<file path="src/rtl/dda_host_pkg.sv">
// Shared constants and state types for the DDA host byte interface.
package dda_host_pkg;

  // Command opcodes carried in bits [7:4] of a command byte.
  localparam logic [3:0] OP_WRITE = 4'h1;
  localparam logic [3:0] OP_RUN   = 4'h2;
  localparam logic [3:0] OP_STOP  = 4'h3;
  localparam logic [3:0] OP_SNAP  = 4'h4;

  // Configuration register indices carried in bits [2:0] of a WRITE command.
  localparam logic [2:0] REG_IC1 = 3'd0;
  localparam logic [2:0] REG_IC2 = 3'd1;
  localparam logic [2:0] REG_VKM = 3'd2;
  localparam logic [2:0] REG_VDM = 3'd3;
  localparam logic [2:0] REG_DT  = 3'd4;
  localparam int         NUM_CFG = 5;

  // Command parser states.
  typedef enum logic [1:0] {
    P_CMD,
    P_WDATA,
    P_PDATA
  } parse_state_t;

  // Run engine states.
  typedef enum logic [2:0] {
    R_IDLE,
    R_LOAD,
    R_CAP,
    R_SEND,
    R_WAIT,
    R_STEP
  } run_state_t;

endpackage

</file>
<file path="src/rtl/dda_tx_ser.sv">
// Frame serializer: holds one {v1,v2} frame and emits it MSB byte first
// over a valid/ready handshake. done pulses with the final byte handshake.
module dda_tx_ser
  import dda_host_pkg::*;
#(
  parameter int N = 16
) (
  input  logic           clk,
  input  logic           rst_n,
  input  logic           load,
  input  logic [2*N-1:0] frame,
  input  logic           tx_ready,
  output logic [7:0]     tx_data,
  output logic           tx_valid,
  output logic           done
);

  localparam int NB = 2 * (N / 8);
  localparam int CW = $clog2(NB) + 1;

  logic [2*N-1:0] shift_reg, shift_next;
  logic [CW-1:0]  cnt_reg, cnt_next;
  logic           valid_reg, valid_next;

  assign tx_data  = shift_reg[2*N-1 -: 8];
  assign tx_valid = valid_reg;

  // Shift register state; a partial frame is dropped on reset.
  always_ff @(posedge clk) begin
    if (!rst_n) begin
      shift_reg <= '0;
      cnt_reg   <= '0;
      valid_reg <= 1'b0;
    end else begin
      shift_reg <= shift_next;
      cnt_reg   <= cnt_next;
      valid_reg <= valid_next;
    end
  end

  // Load a new frame, or advance one byte per accepted handshake.
  always_comb begin
    shift_next = shift_reg;
    cnt_next   = cnt_reg;
    valid_next = valid_reg;
    done       = 1'b0;
    if (load) begin
      shift_next = frame;
      cnt_next   = '0;
      valid_next = 1'b1;
    end else if (valid_reg && tx_ready) begin
      shift_next = shift_reg << 8;
      if (cnt_reg == CW'(NB - 1)) begin
        valid_next = 1'b0;
        done       = 1'b1;
      end else begin
        cnt_next = cnt_reg + 1'b1;
      end
    end
  end

endmodule

</file>
<file path="src/rtl/dda_host_if.sv">
// Host byte interface for the posit DDA core: parses commands into the
// configuration registers, sequences load/step strobes at a programmable
// period and streams every (v1,v2) sample back to the host.
module dda_host_if
  import dda_host_pkg::*;
#(
  parameter int N = 16
) (
  input  logic         clk,
  input  logic         rst_n,
  input  logic [7:0]   rx_data,
  input  logic         rx_valid,
  output logic         rx_ready,
  output logic [7:0]   tx_data,
  output logic         tx_valid,
  input  logic         tx_ready,
  output logic [N-1:0] ic1,
  output logic [N-1:0] ic2,
  output logic [N-1:0] vk_m,
  output logic [N-1:0] vd_m,
  output logic [N-1:0] dt,
  output logic         dda_en,
  output logic         dda_rst_n,
  input  logic [N-1:0] v1,
  input  logic [N-1:0] v2,
  output logic         running
);

  localparam int BPW = N / 8;
  localparam int BCW = $clog2(BPW) + 1;

  // Parser state
  parse_state_t   p_state_reg, p_state_next;
  logic [BCW-1:0] bcnt_reg, bcnt_next;
  logic [2:0]     widx_reg, widx_next;
  logic [N-1:0]   shadow_reg, shadow_next;
  logic [7:0]     phi_reg, phi_next;
  logic [15:0]    period_reg;
  logic           rdy_en_reg;
  logic           wr_commit, run_go, stop_cmd, snap_cmd;
  logic           rx_fire;
  logic [3:0]     opcode;

  // Engine state
  run_state_t     r_state_reg, r_state_next;
  logic [15:0]    wait_reg, wait_next;
  logic           stop_reg, stop_next;
  logic           snap_reg, snap_next;
  logic           loaded_reg;
  logic           ser_load, ser_done;

  logic [NUM_CFG*N-1:0] cfg_bus;

  assign opcode = rx_data[7:4];

  // A SNAP byte waits at the input until the engine is idle so it is never lost.
  assign rx_ready = rdy_en_reg &&
                    !(p_state_reg == P_CMD && rx_valid &&
                      opcode == OP_SNAP && r_state_reg != R_IDLE);
  assign rx_fire  = rx_valid && rx_ready;

  // Input becomes ready on the first cycle after reset.
  always_ff @(posedge clk) begin
    if (!rst_n) rdy_en_reg <= 1'b0;
    else        rdy_en_reg <= 1'b1;
  end

  // Parser state register.
  always_ff @(posedge clk) begin
    if (!rst_n) begin
      p_state_reg <= P_CMD;
      bcnt_reg    <= '0;
      widx_reg    <= '0;
      shadow_reg  <= '0;
      phi_reg     <= '0;
    end else begin
      p_state_reg <= p_state_next;
      bcnt_reg    <= bcnt_next;
      widx_reg    <= widx_next;
      shadow_reg  <= shadow_next;
      phi_reg     <= phi_next;
    end
  end

  // Parser next state: decode commands and collect data/period bytes.
  always_comb begin
    p_state_next = p_state_reg;
    bcnt_next    = bcnt_reg;
    widx_next    = widx_reg;
    shadow_next  = shadow_reg;
    phi_next     = phi_reg;
    wr_commit    = 1'b0;
    run_go       = 1'b0;
    stop_cmd     = 1'b0;
    snap_cmd     = 1'b0;
    case (p_state_reg)
      P_CMD: begin
        if (rx_fire) begin
          case (opcode)
            OP_WRITE: begin
              widx_next    = rx_data[2:0];
              bcnt_next    = '0;
              p_state_next = P_WDATA;
            end
            OP_RUN: begin
              bcnt_next    = '0;
              p_state_next = P_PDATA;
            end
            OP_STOP: stop_cmd = 1'b1;
            OP_SNAP: snap_cmd = 1'b1;
            default: ;
          endcase
        end
      end
      P_WDATA: begin
        if (rx_fire) begin
          shadow_next = (shadow_reg << 8) | N'(rx_data);
          if (bcnt_reg == BCW'(BPW - 1)) begin
            wr_commit    = 1'b1;
            p_state_next = P_CMD;
          end else begin
            bcnt_next = bcnt_reg + 1'b1;
          end
        end
      end
      P_PDATA: begin
        if (rx_fire) begin
          if (bcnt_reg == BCW'(1)) begin
            run_go       = 1'b1;
            p_state_next = P_CMD;
          end else begin
            phi_next  = rx_data;
            bcnt_next = bcnt_reg + 1'b1;
          end
        end
      end
      default: p_state_next = P_CMD;
    endcase
  end

  // Period register, replaced whenever a RUN command completes.
  always_ff @(posedge clk) begin
    if (!rst_n)      period_reg <= '0;
    else if (run_go) period_reg <= {phi_reg, rx_data};
  end

  // Configuration bank: each register takes the whole shadow word at once,
  // so the DDA never sees a half-written value. Indices 5..7 match nothing.
  generate
    for (genvar gi = 0; gi < NUM_CFG; gi++) begin : gen_cfg
      logic [N-1:0] cfg_reg;
      // Atomic update of one configuration register.
      always_ff @(posedge clk) begin
        if (!rst_n)
          cfg_reg <= '0;
        else if (wr_commit && widx_reg == 3'(gi))
          cfg_reg <= shadow_next;
      end
      assign cfg_bus[gi*N +: N] = cfg_reg;
    end
  endgenerate

  assign ic1  = cfg_bus[N*REG_IC1 +: N];
  assign ic2  = cfg_bus[N*REG_IC2 +: N];
  assign vk_m = cfg_bus[N*REG_VKM +: N];
  assign vd_m = cfg_bus[N*REG_VDM +: N];
  assign dt   = cfg_bus[N*REG_DT  +: N];

  // Engine state register plus the sticky load-select flag.
  always_ff @(posedge clk) begin
    if (!rst_n) begin
      r_state_reg <= R_IDLE;
      wait_reg    <= '0;
      stop_reg    <= 1'b0;
      snap_reg    <= 1'b0;
      loaded_reg  <= 1'b0;
    end else begin
      r_state_reg <= r_state_next;
      wait_reg    <= wait_next;
      stop_reg    <= stop_next;
      snap_reg    <= snap_next;
      if (r_state_reg == R_LOAD) loaded_reg <= 1'b1;
    end
  end

  // Engine next state: load, capture, send, wait, step.
  always_comb begin
    r_state_next = r_state_reg;
    wait_next    = wait_reg;
    stop_next    = stop_reg;
    snap_next    = snap_reg;
    ser_load     = 1'b0;
    // Stop only matters while active; a new RUN cancels a pending stop.
    if (stop_cmd && r_state_reg != R_IDLE) stop_next = 1'b1;
    if (run_go) stop_next = 1'b0;
    case (r_state_reg)
      R_IDLE: begin
        if (run_go) begin
          r_state_next = R_LOAD;
          snap_next    = 1'b0;
        end else if (snap_cmd) begin
          r_state_next = R_CAP;
          snap_next    = 1'b1;
        end
      end
      R_LOAD: r_state_next = R_CAP;
      R_CAP: begin
        ser_load     = 1'b1;
        r_state_next = R_SEND;
      end
      R_SEND: begin
        if (ser_done) begin
          if (stop_reg || snap_reg) begin
            r_state_next = R_IDLE;
            stop_next    = 1'b0;
            snap_next    = 1'b0;
          end else if (period_reg == 16'd0) begin
            r_state_next = R_STEP;
          end else begin
            r_state_next = R_WAIT;
            wait_next    = '0;
          end
        end
      end
      R_WAIT: begin
        if (stop_reg) begin
          r_state_next = R_IDLE;
          stop_next    = 1'b0;
        end else if ({1'b0, wait_reg} + 17'd1 >= {1'b0, period_reg}) begin
          // >= keeps the wait bounded if the period shrinks mid-count.
          r_state_next = R_STEP;
        end else begin
          wait_next = wait_reg + 16'd1;
        end
      end
      R_STEP: r_state_next = R_CAP;
      default: r_state_next = R_IDLE;
    endcase
  end

  assign dda_en    = (r_state_reg == R_LOAD) || (r_state_reg == R_STEP);
  assign dda_rst_n = loaded_reg;
  assign running   = (r_state_reg != R_IDLE);

  dda_tx_ser #(.N(N)) u_tx_ser (
    .clk      (clk),
    .rst_n    (rst_n),
    .load     (ser_load),
    .frame    ({v1, v2}),
    .tx_ready (tx_ready),
    .tx_data  (tx_data),
    .tx_valid (tx_valid),
    .done     (ser_done)
  );

endmodule

</file>
<file path="config.mk">
export PLATFORM = sky130hd
export DESIGN_NAME = dda_host_if
export DESIGN_NICKNAME = d
export VERILOG_FILES = /design/src/rtl/dda_host_pkg.sv /design/src/rtl/dda_tx_ser.sv /design/src/rtl/dda_host_if.sv
export SDC_FILE = /design/constraint.sdc
export NUM_CORES = 1
export LEC_CHECK = 0
export CAP_MARGIN = 10
export CELL_PAD_IN_SITES_DETAIL_PLACEMENT = 0
export CELL_PAD_IN_SITES_GLOBAL_PLACEMENT = 2
export CORE_MARGIN = 5
export CORE_UTILIZATION = 33
export CTS_CLUSTER_SIZE = 28
export DETAILED_ROUTE_END_ITERATION = 8
export PLACE_DENSITY = 0.87
export SYNTH_ARGS = -nofsm -noshare
export SYNTH_HDL_FRONTEND = slang
export SYNTH_HIERARCHICAL = 1
export SYNTH_SLANG_ARGS = --single-unit
</file>
<file path="constraint.sdc">
create_clock -name clk -period 3.6 [get_ports clk]
set_clock_uncertainty 0.15 [all_clocks]
set_input_delay 1.08 -clock clk [delete_from_list [all_inputs] [get_ports clk]]
set_output_delay 1.08 -clock clk [all_outputs]
set_load 0.005 [all_outputs]
</file>
## After elaboration in Yosys (flattened, before gate mapping)

Index checks and enable logic that the tools add are counted.
W data, S select, Z words.

| word-level totals | value |
|---|---|
| register bits | 186 |
| bits in latches | 0 |
| memory bits (writable) | 0 |
| bits in read-only memories | 0 |
| input port bits | 44 |
| output and inout bits | 93 |
| logic and storage cells | 155 |
| memories kept | 0 |

| operators by class | value |
|---|---|
| add/subtract/negate cells | 4 |
| multiply operators | 0 |
| divide/modulo/power cells | 0 |
| magnitude comparators | 1 |
| eq/ne operators | 31 |
| shifts and indexed selects | 0 |
| mux-type cells | 57 |
| bitwise logic cells | 4 |
| reduce and logical (&&, ||, !) cells | 38 |

Operator list:

| cell | count |
|---|---|
| $mux W16 | 7 |
| $mux W32 | 2 |
| $pmux W16 S2 | 1 |
| $mux W1 | 28 |
| $mux W3 | 6 |
| $ne A2 B2 Y1 const B | 9 |
| $add A16 B1 Y17 const B | 1 |
| $ge A17 B16 Y1 | 1 |
| $add A16 B1 Y16 const B | 1 |
| $logic_not A16 Y1 | 1 |
| $or A16 B8 Y16 | 1 |
| $eq A3 B2 Y1 const B | 5 |
| $pmux W3 S5 | 1 |
| $mux W2 | 7 |
| $logic_and A1 B1 Y1 | 12 |
| $pmux W2 S2 | 3 |
| $reduce_bool A2 Y1 | 5 |
| $eq A3 B3 Y1 const B | 3 |
| $reduce_and A3 Y1 | 3 |
| $eq A4 B2 Y1 const B | 2 |
| $reduce_and A4 Y1 | 2 |
| $reduce_or A2 Y1 | 4 |
| $eq A3 B1 Y1 const B | 2 |
| $logic_not A3 Y1 | 2 |
| other kinds (18) | 26 |

## Logic depth before layout (Yosys ltp)

| logic depth | value |
|---|---|
| word-level depth | 15 |
| gate-level depth with buffers | 14 |

## Cells and area by module

Netlist, hierarchy kept.

By module, submodules not included:

| module | times used | cells an instance | area an instance (um^2) | seq. area each (um^2) |
|---|---|---|---|---|
| dda_host_if | 1 | 690 | 6560.0 | 3002.9 |
| dda_tx_ser | 1 | 171 | 1600.3 | 720.7 |

## Worst setup path before layout

No wires, ideal clock.

| path | value |
|---|---|
| kind | in2out |
| start | input rx_data[7] |
| end | output rx_ready |
| arrival | 2001 ps |
| path slack | 369 ps |
| stages | 4 |
| cell sequence | buf_6 > or4b_4 > nor3_1 > nor2_1 |

| between the ends | value |
|---|---|
| longest elaborated chain between the ends | 5 |

Ends and longest elaborated chain:

| what | line | text |
|---|---|---|
| from (decl) | dda_host_if.sv:11 | `input logic [7:0] rx_data,` |
| $eq A4 B3 Y1 | dda_host_if.sv:59 | `opcode == OP_SNAP && r_state_reg != R_IDLE);` |
| $logic_and A1 B1 Y1 | dda_host_if.sv:58 | `!(p_state_reg == P_CMD && rx_valid &&` |
| $logic_and A1 B1 Y1 | dda_host_if.sv:59 |  |
| $logic_not A1 Y1 | dda_host_if.sv:58 |  |
| $logic_and A1 B1 Y1 | dda_host_if.sv:57 | `assign rx_ready = rdy_en_reg &&` |
| to (decl) | dda_host_if.sv:13 | `output logic rx_ready,` |

Every way passes these cells.

## Worst setup path in the final report

| path | value |
|---|---|
| start | input rx_data[4] |
| end | output rx_ready |

The elaborated chain is that of the path after synthesis.

==> impl_metrics.tcl <==
set metrics [dict create \
    slew_headroom_pct 30.04 \
    drt-total-wl_mm 21.43 \
    fin_area_um2 10510 \
    setup_violations 0 \
    final_max_slew_viol_count 0 \
    utilization_pct 43.22 \
    cp_num_buf_inv 2 \
    yosys_warnings 6 \
    yosys-top-cells-area "dfxtp_1 (46%), mux2i_1 (17%), nor2_1 (6.8%)" \
    rsz0062_at_grt "false" \
    grt_first_pass_wirelength_mm 34.38 \
    cp_slowest_stage_delay_ps 510 \
    syn_inst 861 \
    min_period_over_period_pct 98.22 \
    htree_num_levels 4 \
    ys.flop_type "dfxtp_1" \
    async_flop_share_pct 0 \
    nets 1056 \
    ys_types 60 \
    yosys.area_share.simple_pct 15.27 \
    grt_max_degree 79 \
    fp.dieW_um 167.3 \
    place.gp.congestion 0.7620 \
    pwr-share-comb_pct 14.5 \
    syn_area_um2 8160 \
    maxCapViolations 0 \
    holdCritPathClass "reg -> reg" \
    avgRoutedWirePerCell_um 16.17 \
    synth_top_family_by_area "multiplexers" \
    clock_path_buffers 2 \
    setup_tns_ps 0 \
    min_path_cells 2 \
    dp_hpwl_mm 14.55 \
    fill_cells 2351 \
    chipHeight_um 167.3 \
    initial_core_util_pct 33.55 \
    path_max_fanout 2 \
    seq_area_frac_synth_pct 45.63 \
    internal_power_uw 3521 \
    numCtsBuffers 17 \
    r2r-end "wait_reg[12]$_SDFFE_PN0P_" \
    final_hold_viol_count 0 \
    clockPowerShare_pct 37.9 \
    crit_chain "clkdlybuf4s15_2 > or4b_4 > nor3_4 > nor2_2 > dlygate4sd2_1" \
    remaining_drc_errors 0 \
    antenna_cells 0 \
    critPathLaunchType "input port" \
    leakagePower_uw 0.004233 \
    syn_avg_cell_area_um2 9.478 \
    synth-compound-area-share_pct 11.05 \
    switching_share_pct 27.57 \
    die_area_um2 27970 \
    cp.arrival_ps 2310 \
    initialDrtViolationCount 286 \
    largest_reg_flops 32 \
    grt_pass1_vias 6244 \
    critPathRequiredTime_ps 2370 \
    min_from "bcnt_reg[1]$_SDFFE_PN0P_" \
    clock-root-buffer "clkbuf_16" \
    tightest_slew_ps 1042 \
    yosys.area.top_type "dfxtp_1" \
    clk_pin_slew_ps 70 \
    pwr-share-seq_pct 47.6 \
    rrSetupSlack_ps 280 \
    p_per_area_nw_per_um2 462.5 \
    ys_ff_latch 186 \
    synth_edf_count 0 \
    synthAdderAreaFrac_pct 3.527 \
    run_status "completed" \
    hold_ws_ps 304.5 \
    dp_cells 1292 \
    fmax_mhz 282.8 \
    num_rows 57 \
    first_pass_iters 5 \
    coreArea_um2 24320 \
    worstSkewPairLatency_ps 430 \
    grt_usage_pct 15.19 \
    hold_buffers 0 \
    reg2regPathDepth 14 \
    netlist.area_leader.share_pct 45.63 \
    switchingPower_uw 1340 \
    synthTopCellsByCount "dfxtp_1 (186), nor2_1 (147), mux2i_1 (139)" \
    vias_per_cell 4.790 \
    hold_end "bcnt_reg[1]$_SDFFE_PN0P_" \
    syn-num-nets 928 \
    antenna_left 0 \
    vdd_drop_max_mv 0.2676 \
    ios 137 \
    cts_tree "built" \
    path_class "in -> out" \
    synth_mux_area_share_pct 17.05 \
    io_buffers 136 \
    end_kind "output pin" \
    synth_most_common_cell "dfxtp_1" \
    cp_top_family "simple AND/OR/NAND/NOR gates" \
    synthXorXnorAreaFrac_pct 1.503 \
    stdcell_count 1325 \
    via_count 6347 \
    period_needed_ps 3536 \
    grt_overflow_total 0 \
    antenna_found_initial 2 \
    postPlaceCellArea_um2 9888 \
    syn2layout_area_growth_pct 28.80 \
    clkSinkCount 186 \
    worstReg2RegStart "wait_reg[1]$_SDFFE_PN0P_" \
    layout-drive-gt1-share_pct 10.09 \
    cpMaxStageDelayCell "or4b_4" \
]
[power by group through the flow]
stage / clock network (µW) / logic, µW / registers [µW]
after CTS: 1900 / 712 / 2320
after floorplan: 0 / 524 / 2320
final: 1840 / 704 / 2310
after global routing: 1990 / 783 / 2340
after global placement: 0 / 704 / 2360
after detailed placement: 0 / 706 / 2360
[worst max path at each step]
stage	startpoint	end	depth (start not counted)
final	rx_data[4]	rx_ready	5
after CTS	rx_data[4]	rx_ready	5
after floorplan	rx_data[7]	rx_ready	4
after global routing	wait_reg[4]$_SDFFE_PN0P_	wait_reg[5]$_SDFFE_PN0P_	11
after detailed placement	rx_data[6]	rx_ready	5
after global placement	rx_data[6]	rx_ready	5
[final cells by class]
type                       instances  area [µm²]  area share, %
inverter                          31       118.9          1.131
tap                              324       405.4          3.857
clock buffer                      19       432.9          4.119
timing repair buffer             171        1667          15.86
clock inverter                    12       140.1          1.333
sequential                       186        3724          35.43
multi-input combinational        582        4023          38.27
[worst reg2reg max path: stages (launching register included)]
cell     delay [ps]
dfxtp_1         390
ha_1            250
nand3_2         200
nor2_1          260
nand2_1         120
or2_2           290
nand2_1         130
ha_1            260
nand4_1         130
nor3_1           70
o31ai_1         180
nand4_1         140
buf_4           210
a21o_4          270
o32ai_2         190
[placed cells by master, fill, tap and decap left out, types with 5 or more instances in the layout]
cell             Yosys  final
inv_1               28     28
xor2_1               7      7
xnor2_1              7      6
a21boi_1             8      8
a211oi_1            21     21
dfxtp_1            186    186
buf_12               0      5
o21ai_0             31     31
ha_1                23     23
nand3_1             25     24
clkdlybuf4s50_1      0    130
nor4_1               9      8
mux2i_1            139    139
nand4_1              8      8
a22oi_1              7      6
clkbuf_16            0     17
buf_4               15     30
a21oi_1             36     36
nor3_1               8      7
o32ai_2              5      5
nand2_1             50     50
nor2_1             147    146
[layer usage]
metal	GRT usage [%]	wire, µm	up-vias
met3	7.119	2019	16
met5	0	27	-
met4	3.493	194	4
met1	20.00	10010	2967
li1	-	-	3232
met2	22.81	9172	128
[repair_timing]
action / in CTS / in global routing
pin swaps: 2 / 3
endpoints found under the setup margin: 1 / 17
setup buffers: 1 / 1
gates resized for setup: 19 / 5
[metrics by stage]
stage / setup WS [ps] / power, µW
finish: 64.13 / 4861
floorplan: 369.3 / 2841
detailed placement: -665.4 / 3071
global placement: -689.3 / 3064
CTS: 15.89 / 4925
global route: 15.67 / 5107
[cell families after synthesis]
logic type      after synthesis
compound gates              133
xor+xnor                     14
fa+ha+maj                    23
buf+inv                      93
flops                       186
mux                         139
simple gates                273
Note: power is estimated with default switching activity, not from simulation.
==> variant 1, RTL diff (same settings) <==
Reset style: asynchronous (`rst_n`), changed in 6 clocked blocks.
--- a/src/rtl/dda_tx_ser.sv
+++ b/src/rtl/dda_tx_ser.sv
@@ -28,3 +28,3 @@
   // Shift register state; a partial frame is dropped on reset.
-  always_ff @(posedge clk) begin
+  always_ff @(posedge clk or negedge rst_n) begin
     if (!rst_n) begin
--- a/src/rtl/dda_host_if.sv
+++ b/src/rtl/dda_host_if.sv
@@ -62,3 +62,3 @@
   // Input becomes ready on the first cycle after reset.
-  always_ff @(posedge clk) begin
+  always_ff @(posedge clk or negedge rst_n) begin
     if (!rst_n) rdy_en_reg <= 1'b0;
@@ -68,3 +68,3 @@
   // Parser state register.
-  always_ff @(posedge clk) begin
+  always_ff @(posedge clk or negedge rst_n) begin
     if (!rst_n) begin
@@ -141,3 +141,3 @@
   // Period register, replaced whenever a RUN command completes.
-  always_ff @(posedge clk) begin
+  always_ff @(posedge clk or negedge rst_n) begin
     if (!rst_n)      period_reg <= '0;
@@ -152,3 +152,3 @@
       // Atomic update of one configuration register.
-      always_ff @(posedge clk) begin
+      always_ff @(posedge clk or negedge rst_n) begin
         if (!rst_n)
@@ -169,3 +169,3 @@
   // Engine state register plus the sticky load-select flag.
-  always_ff @(posedge clk) begin
+  always_ff @(posedge clk or negedge rst_n) begin
     if (!rst_n) begin
Check against the original RTL: differs if rst_n is asserted again (counterexample within 4 cycles, from zero or initial values and one cycle with rst_n low); with rst_n held inactive, the same outputs for 4 cycles.
==> variant 1 against the unedited design <==
Non-clock buffer count is 23 higher; count of clock-buffer cells in the layout shrank 1; final area increased by 7.5%; critical endpoint unchanged; synthesized area increased by 6.3%; worst setup slack improved by 0.026 ns; sequential cell count did not move; routed wire length rose by 4.7%; critical path type unchanged.
Power is not compared: it rests on default switching activity, and its combinational part moved more than twofold at a synthesized area within 25%.
==> variant 1: results (changes against the unedited design) <==
----------------------------------------------------
[Global routing]
  Met1 demand-to-capacity share in global routing ... 21.4% (+1.4 points)
  Number of antenna violations at the first check in global routing ... 0 (-2)
  First-pass GRT wire length ... 35900 um (+4.3%)
  Via count of the first global-routing pass ... 6505 (+4.2%)
  Gr ovfl total ... 0 (unchanged)
  Maximum number of pins on one net before global-route repair ... 96 (+22%)
  Tot GR Track Use ... 15.5% (+0.29 points)
  Met3 global-route usage ... 3.27% (-3.8 points)
  Met2 GRT Util ... 24.7% (+1.9 points)
  Routing layer with the top usage in global route ... met2

[Layout]
  Final net count ... 1042 (-1.3%)
  Fraction of layout instances using a drive strength above 1 ... 15.4% (+5.3 points)

[Synth]
  Ys async rst share ... 100% (+100 points)
  Ranking of synthesized cells by instance count ... sky130_fd_sc_hd__dfrtp_1, sky130_fd_sc_hd__nand2_1, sky130_fd_sc_hd__nor2_1
  Total nets after synthesis ... 883 (-4.8%)
  Share of synthesized cell area in full adder, half adder and majority cells ... 3.32% (-0.21 points)
  Synth Area per Inst ... 10.6 um2 (+12%)
  Synth area leaders ... sky130_fd_sc_hd__dfrtp_1, sky130_fd_sc_hd__mux2_2, sky130_fd_sc_hd__nand2_1
  Portion of the post-synthesis area used by sequential elements ... 53.7% (+8.0 points)
  Post-Synth XOR/XNOR Area ... 1.52% (+0.013 points)
  Synthesized-area fraction occupied by ao, oa, aoi and oai cells ... 13.1% (+2.0 points)
  Mux share of post-synthesis cell area ... 5.86% (-11 points)

[Placed design]
  Post-DP HPWL ... 15800 um (+8.7%)
  Total placed instance area ... 10700 um2 (+7.7%)
  Routability congestion estimate ... 0.785 (+3.0%)
  Placed cells ... 1291 (-0.077%)

[Drt]
  Detailed-route vias per instance ... 4.85 (+1.2%)
  Drt initial violations ... 302 (+5.6%)
  DRC ... 0 (unchanged)
  Overall routed net length ... 22400 um (+4.7%)
  First-pass iteration count of the detailed router ... 4 (-1)
  Via count ... 6416 (+1.1%)

[Setup path]
  Max stage delay cell, worst path ... sky130_fd_sc_hd__or4b_4
  Slowest stage delay, CP ... 0.58 ns (+0.07 ns)
  Arrival time at the worst endpoint ... 2.28 ns (-0.03 ns)
  Maximum fanout along the worst path ... 3 (+1)

[Clock network]
  Insertion delay to the later sink of the worst-skew pair ... roughly 0.44 ns
  Buffers inserted by post-CTS timing repair ... 0 (-1)
  Number of gates given a new drive strength after cts ... 10 (-9)
  Worst-case clock buffer depth ... 2 (unchanged)

[STA]
  Actual slew at the worst max-slew pin ... 0.752 ns (-0.290 ns)

[Status]
  Outcome ... complete, no violations

----------------------------------------------------
-- variant 1: changes by cell type after synthesis, moves of 17 or more --
cell / change
sky130_fd_sc_hd__a211oi_1: -18
sky130_fd_sc_hd__a21oi_1: +17
sky130_fd_sc_hd__clkbuf_1: -21
sky130_fd_sc_hd__dfrtp_1: +186
sky130_fd_sc_hd__dfxtp_1: -186
sky130_fd_sc_hd__inv_1: +24
sky130_fd_sc_hd__mux2_2: +30
sky130_fd_sc_hd__mux2i_1: -122
sky130_fd_sc_hd__nand2_1: +39
sky130_fd_sc_hd__nand2b_1: +27
sky130_fd_sc_hd__nand4b_1: +24
sky130_fd_sc_hd__nor2_1: -86
sky130_fd_sc_hd__o211ai_1: +17
sky130_fd_sc_hd__o21ai_0: +19
-- variant 1: path summary, 6_finish.rpt --
kind | endpoint | depth (start not counted) | start | slack, ns
setup / recovery | rx_ready | 5 | rx_data[5] | 0.09
hold / removal | dda_rst_n | 1 | dda_rst_n | 0.31
setup reg to reg | wait_reg[10] | 14 | wait_reg[1] | 0.26
hold reg to reg | dda_rst_n | 1 | dda_rst_n | 0.31
max in group asynchronous | ic1[6] | 2 | rst_n | 2.03
min in group asynchronous | u_tx_ser/shift_reg[25] | 1 | rst_n | 0.49
-- variant 1: report_power, final --
part / total, mW / switching [mW] / internal, mW
combinational: 3.43 / 1.66 / 1.78
clock: 1.91 / 0.910 / 0.999
sequential: 3.26 / 0.451 / 2.80
total: 8.60 / 3.02 / 5.58
-- variant 1: per-stage QoR --
| stage | worst slack [ns] | setup TNS [ns] |
|---|---|---|
| 4_1_cts | 0.0706 | 0 |
| 3_5_place_dp | -0.554 | -0.568 |
| 5_1_grt | 0.0166 | 0 |
| 6_report | 0.0901 | 0 |
| 2_1_floorplan | 0.455 | 0 |
| 3_3_place_gp | -0.540 | -0.540 |
-- variant 1: cells by family (layout without fill, tap and decap cells) --
| kind of cell | after synthesis | after routing |
|---|---|---|
| other | 1 | 1 |
| adder cells (fa/ha/maj) | 23 | 23 |
| buffers and inverters | 106 | 278 |
| AND/OR/NAND/NOR | 266 | 266 |
| flip-flops | 186 | 186 |
| multiplexers | 47 | 47 |
| XOR/XNOR | 15 | 15 |
| AO/OA/AOI/OAI | 172 | 172 |
-- variant 1: metal layers --
layer	vias to the layer above	wire [um]
li1	3145	-
met1	3157	10600
met3	22	622
met4	0	357
met2	92	10900
met5	-	0
-- variant 1: final cells by class --
| cell class | count | area [um2] |
|---|---|---|
| sequential | 186 | 4650 |
| tap | 335 | 419 |
| clock buffer | 18 | 429 |
| fill | 2543 | 14700 |
| clock inverter | 14 | 179 |
| timing repair buffer | 194 | 1920 |
| multi-input combinational | 524 | 3510 |
| inverter | 52 | 195 |
==> variant 2, RTL diff (config.mk and constraints unchanged) <==
Made on the original files. `N` is set to 16 in 2 places; all go to 8.
--- a/src/rtl/dda_tx_ser.sv
+++ b/src/rtl/dda_tx_ser.sv
@@ -5,3 +5,3 @@
 #(
-  parameter int N = 16
+  parameter int N = 8
 ) (
--- a/src/rtl/dda_host_if.sv
+++ b/src/rtl/dda_host_if.sv
@@ -6,3 +6,3 @@
 #(
-  parameter int N = 16
+  parameter int N = 8
 ) (
Interface: changed (7 resized); port bits go from 137 to 81. The function was not compared with the original's and may differ.
==> variant 2 against the unedited design <==
Routed wire length decreased by 33%; final area decreased by 32%; synthesized area decreased by 32%; non-clock buffer count decreased by 62; clock power decreased by 12%; core utilization increased by 0.26 points; power decreased by 29%; final cell count decreased by 27%; worst setup slack improved by 0.016 ns; critical path depth increased by 1; sequential cell count decreased by 66.
==> variant 2: results (changes against the unedited design) <==
----------------------------------------------------
[Setup path]
  Arrival time at the worst endpoint ... 2.29 ns (-0.02 ns)
  Slowest stage delay, CP ... 0.30 ns (-0.21 ns)
  Startpoint of the most critical setup path ... rx_data[7]
  Worst reg2reg setup slack ... 0.21 ns (-0.07 ns)
  Reg2Reg Depth ... 12 (-2)
  R2R Path End ... wait_reg[9]
  Max stage delay cell, worst path ... sky130_fd_sc_hd__nor4_2

[Global routing]
  Met2 GRT Util ... 23.4% (+0.58 points)
  Tot GR Track Use ... 14.8% (-0.43 points)
  Via count of the first global-routing pass ... 4684 (-25%)

[Layout]
  Layout sequential cell count ... 120 (-35%)
  Sequential cell area ... 2400 um2 (-35%)
  Area used by multi-input combinational logic ... 2790 um2 (-31%)
  Final net count ... 774 (-27%)
  Fraction of standard cell area in multi-input logic ... 38.8% (+0.55 points)
  Final non-clock buffer share ... 14.2% (-1.7 points)
  Fraction of layout instances using a drive strength above 1 ... 12.4% (+2.3 points)
  Non-clk invs ... 34 (+9.7%)

[Placed design]
  Routability congestion estimate ... 0.810 (+6.2%)
  Buffers added on ports ... 80 (-41%)
  Setup slack at placement ... -0.445 ns (+0.221 ns)
  Placed cells ... 927 (-28%)

[STA]
  Final worst-path cycle share ... 97.8% (-0.45 points)

[Drt]
  Via count ... 4791 (-25%)
  Overall routed net length ... 14400 um (-33%)
  Drt initial violations ... 205 (-28%)
  Detail Route met2 WL ... 6590 um (-28%)
  Met1 layer wirelength in the final routing ... 6880 um (-31%)

[Status]
  Outcome ... complete, no violations

[Synth]
  Syn Std Cell Area ... 5540 um2 (-32%)
  Ranking of synthesized cells by instance count ... sky130_fd_sc_hd__dfxtp_1, sky130_fd_sc_hd__nand2_1, sky130_fd_sc_hd__nand3_1
  Post-Synth XOR/XNOR Area ... 2.53% (+1.0 points)
  Synth area leaders ... sky130_fd_sc_hd__dfxtp_1, sky130_fd_sc_hd__nand2_1, sky130_fd_sc_hd__nand3_1
  Synth Area per Inst ... 8.56 um2 (-9.7%)

[Power and ir drop]
  Leakage Power ... 2.63 nW (-38%)
  VDD IR max ... 0.298 mV (+11%)

----------------------------------------------------
## variant 2: worst min path at each step
stage	start	end	slack [ns]
6_report	phi_reg[1]	period_reg[9]	0.31
2_1_floorplan	p_state_reg[0]	p_state_reg[1]	0.28
4_1_cts	u_tx_ser/shift_reg[7]	u_tx_ser/shift_reg[7]	0.32
3_3_place_gp	dda_rst_n	dda_rst_n	0.30
5_1_grt	phi_reg[1]	period_reg[9]	0.33
3_5_place_dp	dda_rst_n	dda_rst_n	0.31
## variant 2: where the power goes
part	total (mW)	internal, mW	switching, mW
Sequential	1.44	1.39	0.0502
Combinational	0.390	0.186	0.204
Clock	1.62	0.961	0.662
## variant 2: timing repair
| item | CTS | global route |
|---|---|---|
| setup buffers | 1 | 1 |
| pin swaps | 2 | 3 |
| gates cloned | 0 | 0 |
| setup endpoints to repair | 4 | 19 |
| gates resized for setup | 8 | 11 |
